$ cat src/rtl/game_board_if.sv
// Move-write bus between the game controller and the board: one cell write
// per move in, board state and game status out.
interface game_board_if;
  logic [3:0]  addr;
  logic [1:0]  cellState;
  logic [17:0] gBoard;
  logic        gameIsDone;
  logic [1:0]  winner;
  logic        busy;
  logic        writeRejected;

  modport master (
    output addr, cellState,
    input  gBoard, gameIsDone, winner, busy, writeRejected
  );

  modport slave (
    input  addr, cellState,
    output gBoard, gameIsDone, winner, busy, writeRejected
  );
endinterface

$ cat src/rtl/game_board.sv
// Tic-tac-toe board: accepts one cell write per move, then scans the eight
// winning lines one per cycle and publishes winner / game-over.
module game_board (
  input  logic         ph1,
  input  logic         ph2,
  input  logic         reset,
  game_board_if.slave  bus
);
  typedef enum logic [1:0] {IDLE, SCAN, DONE} state_t;

  state_t      r_state;
  logic [17:0] r_board;
  logic [3:0]  r_moves;
  logic [2:0]  r_idx;
  logic        r_done;
  logic [1:0]  r_winner;
  logic        r_busy;
  logic        r_rej;

  logic [1:0]  w_cells [9];
  logic [17:0] w_board_wr;
  logic [3:0]  w_a, w_b, w_c;
  logic [1:0]  w_va, w_vb, w_vc;
  logic        w_attempt, w_legal, w_win;
  logic        w_unused;

  // State advances on ph1 rising; ph2 only completes the two-phase pair.
  assign w_unused = ph2;

  for (genvar g = 0; g < 9; g++) begin : g_cell
    assign w_cells[g] = r_board[2*g+1:2*g];
    assign w_board_wr[2*g+1:2*g] = (bus.addr == 4'(g)) ? bus.cellState : w_cells[g];
  end

  always_comb begin
    w_a = 4'd0; w_b = 4'd1; w_c = 4'd2;
    case (r_idx)
      3'd0: begin w_a = 4'd0; w_b = 4'd1; w_c = 4'd2; end
      3'd1: begin w_a = 4'd3; w_b = 4'd4; w_c = 4'd5; end
      3'd2: begin w_a = 4'd6; w_b = 4'd7; w_c = 4'd8; end
      3'd3: begin w_a = 4'd0; w_b = 4'd3; w_c = 4'd6; end
      3'd4: begin w_a = 4'd1; w_b = 4'd4; w_c = 4'd7; end
      3'd5: begin w_a = 4'd2; w_b = 4'd5; w_c = 4'd8; end
      3'd6: begin w_a = 4'd0; w_b = 4'd4; w_c = 4'd8; end
      default: begin w_a = 4'd2; w_b = 4'd4; w_c = 4'd6; end
    endcase
  end

  assign w_va = w_cells[w_a];
  assign w_vb = w_cells[w_b];
  assign w_vc = w_cells[w_c];
  assign w_win = (w_va != 2'b00) && (w_va == w_vb) && (w_vb == w_vc);

  // cellState[1] set means O (11) or X (10); EMPTY and 01 are not playable.
  assign w_attempt = (bus.addr != 4'hF);
  assign w_legal   = (bus.addr <= 4'd8) && bus.cellState[1] &&
                     (bus.addr <= 4'd8 ? (w_cells[bus.addr] == 2'b00) : 1'b0);

  always_ff @(posedge ph1) begin
    if (reset) begin
      r_state  <= IDLE;
      r_board  <= '0;
      r_moves  <= '0;
      r_idx    <= '0;
      r_done   <= 1'b0;
      r_winner <= 2'b00;
      r_busy   <= 1'b0;
      r_rej    <= 1'b0;
    end else begin
      r_rej <= 1'b0;
      case (r_state)
        IDLE: begin
          if (w_attempt) begin
            if (w_legal) begin
              r_board <= w_board_wr;
              r_moves <= (r_moves == 4'd9) ? 4'd9 : r_moves + 4'd1;
              r_idx   <= '0;
              r_state <= SCAN;
              r_busy  <= 1'b1;
            end else begin
              r_rej <= 1'b1;
            end
          end
        end
        SCAN: begin
          if (w_attempt) r_rej <= 1'b1;
          if (w_win) begin
            r_winner <= w_va;
            r_done   <= 1'b1;
            r_state  <= DONE;
            r_busy   <= 1'b0;
          end else if (r_idx == 3'd7) begin
            r_busy <= 1'b0;
            if (r_moves == 4'd9) begin
              r_winner <= 2'b01;
              r_done   <= 1'b1;
              r_state  <= DONE;
            end else begin
              r_state <= IDLE;
            end
          end else begin
            r_idx <= r_idx + 3'd1;
          end
        end
        DONE: begin
          if (w_attempt) r_rej <= 1'b1;
        end
        default: r_state <= IDLE;
      endcase
    end
  end

  assign bus.gBoard        = r_board;
  assign bus.gameIsDone    = r_done;
  assign bus.winner        = r_winner;
  assign bus.busy          = r_busy;
  assign bus.writeRejected = r_rej;
endmodule

$ cat src/flat_wrapper.sv
// flat-port wrapper written by rule: the top's interface ports become plain ports
module game_board_flat 
  (ph1, ph2, reset, bus_addr, bus_cellState, bus_gBoard, bus_gameIsDone, bus_winner, bus_busy, bus_writeRejected);
  game_board_if bus_i ();
  input  logic ph1;
  input  logic ph2;
  input  logic reset;
  input wire logic [$bits(bus_i.addr)-1:0] bus_addr;
  input wire logic [$bits(bus_i.cellState)-1:0] bus_cellState;
  output wire logic [$bits(bus_i.gBoard)-1:0] bus_gBoard;
  output wire logic [$bits(bus_i.gameIsDone)-1:0] bus_gameIsDone;
  output wire logic [$bits(bus_i.winner)-1:0] bus_winner;
  output wire logic [$bits(bus_i.busy)-1:0] bus_busy;
  output wire logic [$bits(bus_i.writeRejected)-1:0] bus_writeRejected;
  assign bus_i.addr = bus_addr;
  assign bus_i.cellState = bus_cellState;
  assign bus_gBoard = bus_i.gBoard;
  assign bus_gameIsDone = bus_i.gameIsDone;
  assign bus_winner = bus_i.winner;
  assign bus_busy = bus_i.busy;
  assign bus_writeRejected = bus_i.writeRejected;
  game_board u_core (.ph1(ph1), .ph2(ph2), .reset(reset), .bus(bus_i));
endmodule
$ cat config.mk
export PLATFORM = sky130hd
export DESIGN_NAME = game_board_flat
export DESIGN_NICKNAME = d
export VERILOG_FILES = /design/src/rtl/game_board_if.sv /design/src/rtl/game_board.sv /design/src/flat_wrapper.sv
export SDC_FILE = /design/constraint.sdc
export NUM_CORES = 1
export LEC_CHECK = 0
export ABC_AREA = 1
export BUFFER_PORTS_ARGS = -buffer_cell sky130_fd_sc_hd__buf_2
export CORE_MARGIN = 3
export CORE_UTILIZATION = 50
export CTS_BUF_LIST = sky130_fd_sc_hd__clkbuf_4
export DETAILED_ROUTE_END_ITERATION = 8
export PLACE_DENSITY = 0.84
export SLEW_MARGIN = 25
export SYNTH_ARGS = -nofsm -noshare
export SYNTH_HDL_FRONTEND = slang
export SYNTH_SLANG_ARGS = --single-unit
$ cat constraint.sdc
create_clock -name ph1 -period 2.02 [get_ports ph1]
set_input_delay 0.202 -clock ph1 [delete_from_list [all_inputs] [get_ports ph1]]
set_output_delay 0.202 -clock ph1 [all_outputs]
set_load 0.01 [all_outputs]
### Word level (Yosys, flattened, before mapping)

Index checks and enable logic that the tools add are counted.
Widths: inputs -> output; s select.

* bits in registers: 32
* logic and storage cells: 126
* output and inout bits: 23

* equal/unequal tests: 26
* $lt $le $gt $ge: 5
* reduce and logical (&&, ||, !) cells: 29
* muxes and demuxes: 43
* bitwise gates (word level): 5
* add/subtract/negate cells: 2

Operator list (number)
* $reduce_and 4->1: 11
* $bmux 2 s4: 4
* $mux 2: 16
* $pmux 3 s4: 2
* $ge 5x5->1 const B: 4
* $eq 4x3->1 const B: 4
* $pmux 4 s4: 1
* $eq 3x3->1 const B: 4
* $mux 3: 4
* $mux 1: 11
* $not 3->5: 2
* $not 4->5: 2
* $eq 4x2->1 const B: 2
* $eq 4x4->1 const B: 2
* $reduce_bool 2->1: 4
* $eq 3x2->1 const B: 2
* $pmux 2 s3: 1
* $pmux 3 s2: 1
* $reduce_and 3->1: 2
* $reduce_or 3->1: 2
* $reduce_and 5->1: 1
* $add 4x1->4 const B: 1
* $eq 2x2->1: 2
* $eq 4x1->1 const B: 1
* 17 further kinds: 24

### Logic depth before layout (Yosys ltp)

Gate-level depths: netlist of run 1.

* word-level depth: 12
* gate-level depth with buffers: 19

### Worst setup path before layout of run 1

Ideal clock, no wire load.

* kind: register to register
* start point: register u_core.r_idx[0]
* end point: register u_core.r_winner[1] (netlist: u_core.bus.winner[1])
* data required time: 1.888 ns
* path slack: -0.064 ns
* library setup time: 0.132 ns
* stages on the path, launching flop included: 18
* arrival: 1.952 ns
* buffers on the path: 1
* cells stage by stage: dfxtp_1 inv_1 ha_1 nand2_2 buf_6 nand2_1 o21ai_1 nand2_1 nand3_1 nand2_2 nor2_1 nand2_1 nand2_2 nand3_4 o21ai_2 nand2_2 nand2_2 a21oi_2

* word-level cells in the longest chain between the ends: 12
* elaborated cells between the ends (all ways): 34

RTL lines
* from (decl): RTL line game_board.sv:14 `logic [2:0] r_idx;`
* from (signal assigned): RTL line game_board.sv:102 `r_idx <= r_idx + 3'd1;`
* $eq 3x2->1 (tied with other cells): RTL line game_board.sv:37 `case (r_idx)`
* $reduce_or 3->1 (no source line)
* $pmux 3 s4: RTL line game_board.sv:37
* $not 3->5 (not written as such): RTL line game_board.sv:49 `assign w_va = w_cells[w_a];`
* $bmux 2 s4: RTL line game_board.sv:49
* $mux 2 (not written as such) (2 in a row): RTL line game_board.sv:49
* $eq 2x2->1 / $reduce_bool 2->1 (equally long branches): RTL line game_board.sv:52 `assign w_win = (w_va != 2'b00) && (w_va == w_vb) && (w_vb == w_vc);`
* $logic_and 1x1->1 (2 in a row): RTL line game_board.sv:52
* $reduce_bool 2->1 (no source line)
* $reduce_and 3->1 (no source line)
* to (signal assigned): RTL line game_board.sv:88 `r_winner <= w_va;`
* to (decl): RTL line game_board.sv:16 `logic [1:0] r_winner;`

Parallel ways exist; a longest one is shown, timed or not. The select of a mux whose other input is x is not followed.
A chain may end at the register's enable or synchronous reset.

### Final worst setup path of run 1

Same ends and word-level chain as after synthesis.

==> impl_metrics.csv, run 1 <==
group,metric,value,unit
yosys,synth_top_cell_area_share,29.4,%
finish,flow.area_growth_from_synthesis,42.8,%
floorplanning,die_height,72.0,um
global_routing,grt.total_usage,23.9,%
route,dr.max_layer_used,"met4",
critical_path,regToRegStartpoint,"u_core.r_idx[0]",
floorplanning,core_region_area,4090,um^2
finish,antenna_cells_inserted,0,
route,drt_drc_violations_left,0,
yosys,post-synth-top-area-cell,"sky130_fd_sc_hd__dfxtp_1",
finish,fin_util,76.1,%
yosys,synth_fp_nets,353,
critical_path,sequence_of_cells_on_the_critical_path,"buf_6, ha_4, nand2_8, buf_12, nand3_1, nand3_1, nand3_1, nand2_1, nand2_1, nand2_1, nand3_1, nand2_2, nand3_4, o21ai_4, nand2_2, nand2_2, a21oi_2",
status,failed_checks,"negative setup slack",
pwr,leakagePower,1.46,nW
yosys,yosysWarningCount,0,
global_routing,via_count_of_the_first_global_routing_pass,2242,
critical_path,worst_ep_arrival_time,2.49,ns
critical_path,timing.critical_path.slowest_cell_delay,0.39,ns
global_routing,grt_antenna_before_repair,0,
finish,final_layout_size_suffix_gt1_share,39.4,%
hold_path,holdCritStartpoint,"bus_cellState[0]",
yosys,postSynthRegisterBits,32,
finish,multi_input_combinational_cell_area,1600,um^2
route,wirelength,7060,um
route,ant_nets,0,
finish,fin_nets,427,
finish,postLayoutCellArea,3110,um^2
critical_path,crit_required,2.23,ns
yosys,synth_edf_count,0,
yosys,average_size_of_a_mapped_cell,6.55,um^2
timing,fin_crit_period,2.27,ns
global_routing,globalRoute.totalOverflow,0,
yosys,post_synth_num_cell_types,34,
critical_path,endpoint_kind,"flop",
pwr,fin_total_pwr,1.90,mW
route,wl_per_cell,15.5,um
critical_path,maximum_net_fanout_on_the_critical_path,6,
floorplanning,dieArea,5180,um^2
placement,dp.final_hpwl,4570,um
route,detailroute.wirelength.met3,668,um
placement,gp_congestion,0.920,
critical_path,startpoint_type,"flop",
floorplanning,ios,32,
timing,finalMaxSlewViolations,0,
route,dr.pass1.iters,5,
floorplanning,rows,23,
route,met2_length,3340,um
timing,setup_repair_after_global_routing_missed_its_margin,"yes",
clocking,buffer_levels_on_the_longest_clock_path,2,
yosys,synth-main-ff-cell,"sky130_fd_sc_hd__dfxtp_1",
floorplanning,initial_utilization,53.2,%
timing,timing.slew.headroom,65.0,%
critical_path,cp_num_buf_inv,2,
yosys,synth_sequential_area_ratio,29.4,%
route,drt-vias-per-instance,5.73,
critical_path,path_common_cell,"sky130_fd_sc_hd__nand3_1",
clocking,root_buf_cell,"sky130_fd_sc_hd__clkbuf_4",
yosys,mappedNetlistArea,2180,um^2
clocking,cts.hold.buffers_added,0,
pwr,vdd_drop_max,0.000505,V
finish,layout.filler_cells,284,
placement,post_place_cells,440,
route,initialDrtViolationCount,371,
placement,post_dp_cell_area,2630,um^2
critical_path,worst_setup_path_startpoint,"u_core.r_idx[0]",
finish,area_taken_by_flip_flops_and_latches,652,um^2
timing,timing.final.ws_setup,-0.252,ns
finish,layout.cells.non_filler,456,
critical_path,critical_path.slowest_cell,"sky130_fd_sc_hd__dfxtp_4",
hold_path,hold_class,"input pin to flop",
yosys,ys_top_cells_by_area,"sky130_fd_sc_hd__dfxtp_1 (29%), sky130_fd_sc_hd__nand2_1 (12%), sky130_fd_sc_hd__nand3_1 (9.9%)",
clocking,cts.sink_count,32,
floorplanning,die_w,72.0,um
placement,preCtsSetupSlack,-0.189,ns
timing,tightest_slew,0.525,ns
route,total_routed_wire_length_on_the_met1_layer,2810,um
timing,finClkSkew,0.00578,ns
status,outcome,"complete, but fails checks",
timing,final-hold-violation-count,0,
critical_path,critical_path_class,"flop to flop",
timing,max_clock_freq,440,MHz
clocking,worst_setup_hold_path_clk_slew,0.10,ns
yosys,synth_async_sr_flop_share,0,%
yosys,synth_most_common_cell,"sky130_fd_sc_hd__nand2_1",
run,max_cap_viols,0,
placement,port-buffer-count,30,
global_routing,grt_pass1_wl,9920,um
yosys,syn-instance-count,332,
pwr,power_density,611,nW/um^2
global_routing,grt_start_max_net_pins,25,
yosys,netlist_top_cells_count,"sky130_fd_sc_hd__nand2_1 (71), sky130_fd_sc_hd__inv_1 (53), sky130_fd_sc_hd__nand3_1 (43)",
timing,final_setup_violating_endpoints,9,
clocking,cts_tree,"done",
route,detailed_route_via_count,2611,
clocking,cts_bufs_inserted,5,
clocking,cts.htree.levels,2,
critical_path,cp_top_family,"simple AND/OR/NAND/NOR gates",
clocking,clkLatencyLatePin,0.34,ns
timing,period_share,112,%
power breakdown:
| group | total (mW) | internal, mW | switching (mW) |
|---|---|---|---|
| combinational | 0.850 | 0.342 | 0.508 |
| sequential | 0.684 | 0.659 | 0.0250 |
| clock | 0.366 | 0.142 | 0.225 |
kinds of logic (layout without fill, tap and decap cells):
family	count (synthesis)	after routing	share of synthesized area, %
AOI/OAI and AO/OA	60	60	15.6
adders and majority gates	12	12	6.90
buffers and inverters	60	134	11.3
DFF	32	32	29.4
and+or+nand+nor	168	168	36.7
metrics by stage:
| stage | hold slack [ns] | TNS [ns] |
|---|---|---|
| floorplan | 0.271 | 0 |
| global placement | 0.444 | -0.770 |
| detailed placement | 0.451 | -1.28 |
| CTS | 0.192 | -0.387 |
| global route | 0.212 | -3.27 |
| finish | 0.225 | -1.79 |
registers in the layout (all words and copies together) (netlist names):
signal and cells:
u_core.r_idx 3, u_core.bus.busy 1, u_core.bus.writeRejected 1, u_core.bus.gBoard 18
u_core.bus.winner 2, u_core.r_state 2, u_core.bus.gameIsDone 1, u_core.r_moves 4
area by class of cell:
cell class / instances / share of cell area (%)
clock inverters: 1 / 0.161
multi-input cells: 240 / 51.6
clock buffers: 6 / 1.45
well taps: 50 / 2.01
repair buffers: 72 / 16.7
inverters: 55 / 7.09
flip-flops and latches: 32 / 21.0
cells in the final DEF, fill, tap and decap left out, types with 2 or more instances in the layout:
cell type,instances
sky130_fd_sc_hd__clkbuf_4,6
sky130_fd_sc_hd__o21ai_1,3
sky130_fd_sc_hd__ha_4,6
sky130_fd_sc_hd__dfxtp_1,29
sky130_fd_sc_hd__and2_4,2
sky130_fd_sc_hd__nand2_2,19
sky130_fd_sc_hd__a21oi_1,26
sky130_fd_sc_hd__o21ai_4,2
sky130_fd_sc_hd__nand2_8,2
sky130_fd_sc_hd__nand3_4,4
sky130_fd_sc_hd__o21ai_0,9
sky130_fd_sc_hd__buf_6,3
sky130_fd_sc_hd__o21ai_2,4
sky130_fd_sc_hd__nand3_1,38
sky130_fd_sc_hd__buf_12,2
sky130_fd_sc_hd__nand3_2,6
sky130_fd_sc_hd__inv_4,3
sky130_fd_sc_hd__nor2_1,20
sky130_fd_sc_hd__nand2_4,10
sky130_fd_sc_hd__a21oi_2,9
sky130_fd_sc_hd__nand2_1,53
sky130_fd_sc_hd__nand4_1,5
sky130_fd_sc_hd__clkinv_2,2
sky130_fd_sc_hd__o22ai_1,3
sky130_fd_sc_hd__dfxtp_4,3
sky130_fd_sc_hd__inv_1,47
sky130_fd_sc_hd__buf_4,36
sky130_fd_sc_hd__buf_2,30
sky130_fd_sc_hd__ha_1,6
sky130_fd_sc_hd__inv_2,3
sky130_fd_sc_hd__nor2_2,3
what timing repair did:
item,4_1_cts,5_1_grt
resized for setup,34,59
buffers inserted,1,7
hold endpoints to repair,0,0
endpoints found under the setup margin,9,23
pin swaps,16,41
gates cloned,0,1
worst reg2reg max path, cell delays in order (launching register included):
cell                      delay (ns)
sky130_fd_sc_hd__dfxtp_4        0.39
sky130_fd_sc_hd__buf_6          0.12
sky130_fd_sc_hd__ha_4           0.17
sky130_fd_sc_hd__nand2_8        0.11
sky130_fd_sc_hd__buf_12         0.12
sky130_fd_sc_hd__nand3_1        0.10
sky130_fd_sc_hd__nand3_1        0.10
sky130_fd_sc_hd__nand3_1        0.07
sky130_fd_sc_hd__nand2_1        0.06
sky130_fd_sc_hd__nand2_1        0.06
sky130_fd_sc_hd__nand2_1        0.11
sky130_fd_sc_hd__nand3_1        0.14
sky130_fd_sc_hd__nand2_2        0.14
sky130_fd_sc_hd__nand3_4        0.14
sky130_fd_sc_hd__o21ai_4        0.11
sky130_fd_sc_hd__nand2_2        0.09
sky130_fd_sc_hd__nand2_2        0.08
sky130_fd_sc_hd__a21oi_2        0.04
final timing paths:
kind                            cells past startpoint  slack [ns]                   end
worst max-delay path                               17       -0.25  u_core.bus.winner[1]
worst min-delay path                                3        0.22  u_core.bus.gBoard[0]
worst max register to register                     17       -0.25  u_core.bus.winner[1]
worst min register to register                      2        0.46     u_core.r_moves[2]
layer usage:
layer / track usage, % / vias to the layer above
li1: - / 1232
met1: 31.7 / 1199
met2: 39.5 / 151
met3: 4.16 / 29
met4: 7.93 / 0
met5: 0 / -
No activity file was read; power rests on OpenSTA's default activity.
==> inputs of run 2 (changes only) <==
--- a/config.mk
+++ b/config.mk
@@ -12,6 +12,7 @@
 export CTS_BUF_LIST = sky130_fd_sc_hd__clkbuf_4
 export DETAILED_ROUTE_END_ITERATION = 8
 export PLACE_DENSITY = 0.84
+export SKIP_CTS_REPAIR_TIMING = 1
 export SLEW_MARGIN = 25
 export SYNTH_ARGS = -nofsm -noshare
 export SYNTH_HDL_FRONTEND = slang
==> run 2 against run 1 <==
  * The flow still finishes with violations (negative setup slack)
  * Critical endpoint unchanged
  * Via count decreased by 1.8%
  * Total power decreased by 0.67%
  * First-iteration DRC count decreased by 3.8%
==> impl_metrics.csv, run 2 (synthesis gave the netlist of run 1 again) <==
group,metric,value,unit
status,outcome,"complete, but fails checks",
status,failed_checks,"negative setup slack",
finish,final_layout_size_suffix_gt1_share,38.9,%
hold_path,holdCritStartpoint,"bus_cellState[0]",
global_routing,globalRoute.totalOverflow,0,
finish,final_cell_mix,"sky130_fd_sc_hd__nand2_1 (51), sky130_fd_sc_hd__inv_1 (48), sky130_fd_sc_hd__nand3_1 (38)",
route,wirelength,6760,um
placement,port-buffer-count,30,
timing,finalMaxSlewViolations,0,
clocking,clkLatencyLatePin,0.35,ns
route,dr.pass1.iters,5,
clocking,cts_tree,"done",
pwr,seq_power_share,36.3,%
hold_path,hold_path_depth,3,
critical_path,startpoint_type,"flop",
hold_path,hold_class,"input pin to flop",
global_routing,grt_antenna_before_repair,0,
finish,largest_register_ffs,18,
floorplanning,rows,23,
critical_path,regToRegStartpoint,"u_core.r_idx[0]",
finish,fin_nets,422,
pwr,sw_frac_of_total,40.0,%
timing,final_setup_violating_endpoints,9,
global_routing,via_count_of_the_first_global_routing_pass,2175,
critical_path,cp_top_family,"simple AND/OR/NAND/NOR gates",
floorplanning,ios,32,
timing,setup_repair_after_global_routing_missed_its_margin,"yes",
timing,max_clock_freq,440,MHz
finish,flow.area_growth_from_synthesis,41.3,%
critical_path,path_common_cell,"sky130_fd_sc_hd__nand2_2",
route,initialDrtViolationCount,357,
critical_path,worst_setup_path_startpoint,"u_core.r_idx[0]",
critical_path,maximum_net_fanout_on_the_critical_path,6,
clocking,worst_setup_hold_path_clk_slew,0.11,ns
timing,timing.slew.headroom,64.3,%
critical_path,timing.critical_path.slowest_cell_delay,0.39,ns
floorplanning,core_region_area,4090,um^2
global_routing,grt.total_usage,23.1,%
run,max_cap_viols,0,
critical_path,cp_num_buf_inv,3,
route,detailed_route_via_count,2563,
global_routing,grt_pass1_wl,9550,um
pwr,power.combinational.fraction,44.1,%
floorplanning,initial_utilization,53.2,%
timing,timing.final.ws_setup,-0.252,ns
floorplanning,die_w,72.0,um
floorplanning,dieArea,5180,um^2
finish,postLayoutCellArea,3080,um^2
critical_path,critical_path_class,"flop to flop",
clocking,cts.sink_count,32,
timing,tightest_slew,0.536,ns
critical_path,critical_path_depth,17,
critical_path,sequence_of_cells_on_the_critical_path,"buf_6, ha_4, nand2_8, buf_6, nand2_4, inv_1, o21ai_2, nand2_2, nand3_4, a21oi_2, nand3_1, nand2_2, nand3_4, o21ai_4, nand2_2, nand2_2, a21oi_2",
pwr,vdd_drop_max,0.000546,V
route,drt_drc_violations_left,0,
pwr,power_frac_clock,19.6,%
pwr,power_density,614,nW/um^2
clocking,cts_bufs_inserted,5,
pwr,intPower,1.13,mW
timing,finClkSkew,0.00928,ns
timing,period_share,112,%
route,wl_per_cell,15.0,um
clocking,root_buf_cell,"sky130_fd_sc_hd__clkbuf_4",
critical_path,reg2regPathDepth,17,
floorplanning,die_height,72.0,um
placement,preCtsSetupSlack,-0.189,ns
route,drt-vias-per-instance,5.68,
placement,post_dp_cell_area,2630,um^2
timing,final-hold-violation-count,0,
finish,mostFrequentLayoutCell,"sky130_fd_sc_hd__nand2_1",
timing,fin_crit_period,2.27,ns
critical_path,worst_ep_arrival_time,2.49,ns
clocking,cts.htree.levels,2,
route,ant_nets,0,
critical_path,critical_path.slowest_cell,"sky130_fd_sc_hd__dfxtp_4",
critical_path,endpoint_kind,"flop",
critical_path,crit_required,2.24,ns
clocking,buffer_levels_on_the_longest_clock_path,2,
global_routing,grt_start_max_net_pins,25,
pwr,leakagePower,1.43,nW
placement,dp.final_hpwl,4570,um
placement,gp_congestion,0.920,
finish,antenna_cells_inserted,0,
pwr,netSwitchingPower,0.756,mW
run 2: worst paths after layout:
| check | end | slack, ns |
|---|---|---|
| max | u_core.bus.winner[1] | -0.25 |
| min | u_core.bus.gBoard[6] | 0.19 |
| max reg2reg | u_core.bus.winner[1] | -0.25 |
| min reg2reg | u_core.r_moves[2] | 0.46 |
run 2: metal layers:
layer	vias to the layer above	track usage, %	routed length [um]
li1	1224	-	-
met3	28	4.16	528
met5	-	0	0
met1	1177	30.6	2760
met4	0	7.72	193
met2	134	37.9	3270
run 2: worst reg2reg max path, delay by kind of cell (launching register included):
family / cells / cell delay, ns
compound gates: 4 / 0.39
fa+ha+maj: 1 / 0.18
buf+inv: 3 / 0.31
flops: 1 / 0.39
simple gates: 9 / 0.90
run 2: layout make-up:
cell class | instances | area (um^2)
multi-input combinational | 240 | 1600
sequential | 32 | 652
fill | 287 | 1010
clock buffer | 6 | 45.0
timing repair buffer | 67 | 485
inverter | 55 | 224
tap | 50 | 62.6
clock inverter | 1 | 5.00
run 2: metrics by stage:
step	TNS (ns)	std cells	total power, mW	hold slack, ns	utilization (%)
2_1_floorplan	0	332	1.12	0.271	-
3_3_place_gp	-0.770	440	1.28	0.444	64.3
3_5_place_dp	-1.28	440	1.29	0.451	64.3
4_1_cts	-1.52	447	1.65	0.192	65.5
5_1_grt	-2.69	451	1.97	0.213	75.3
6_report	-1.72	451	1.89	0.191	75.3
run 2: power groups by stage:
stage               clock network [mW]  logic [mW]  registers (mW)
floorplan                            0       0.416           0.702
global placement                     0       0.582           0.694
detailed placement                   0       0.598           0.697
CTS                              0.365       0.602           0.682
global route                     0.391       0.893           0.688
finish                           0.370       0.832           0.685
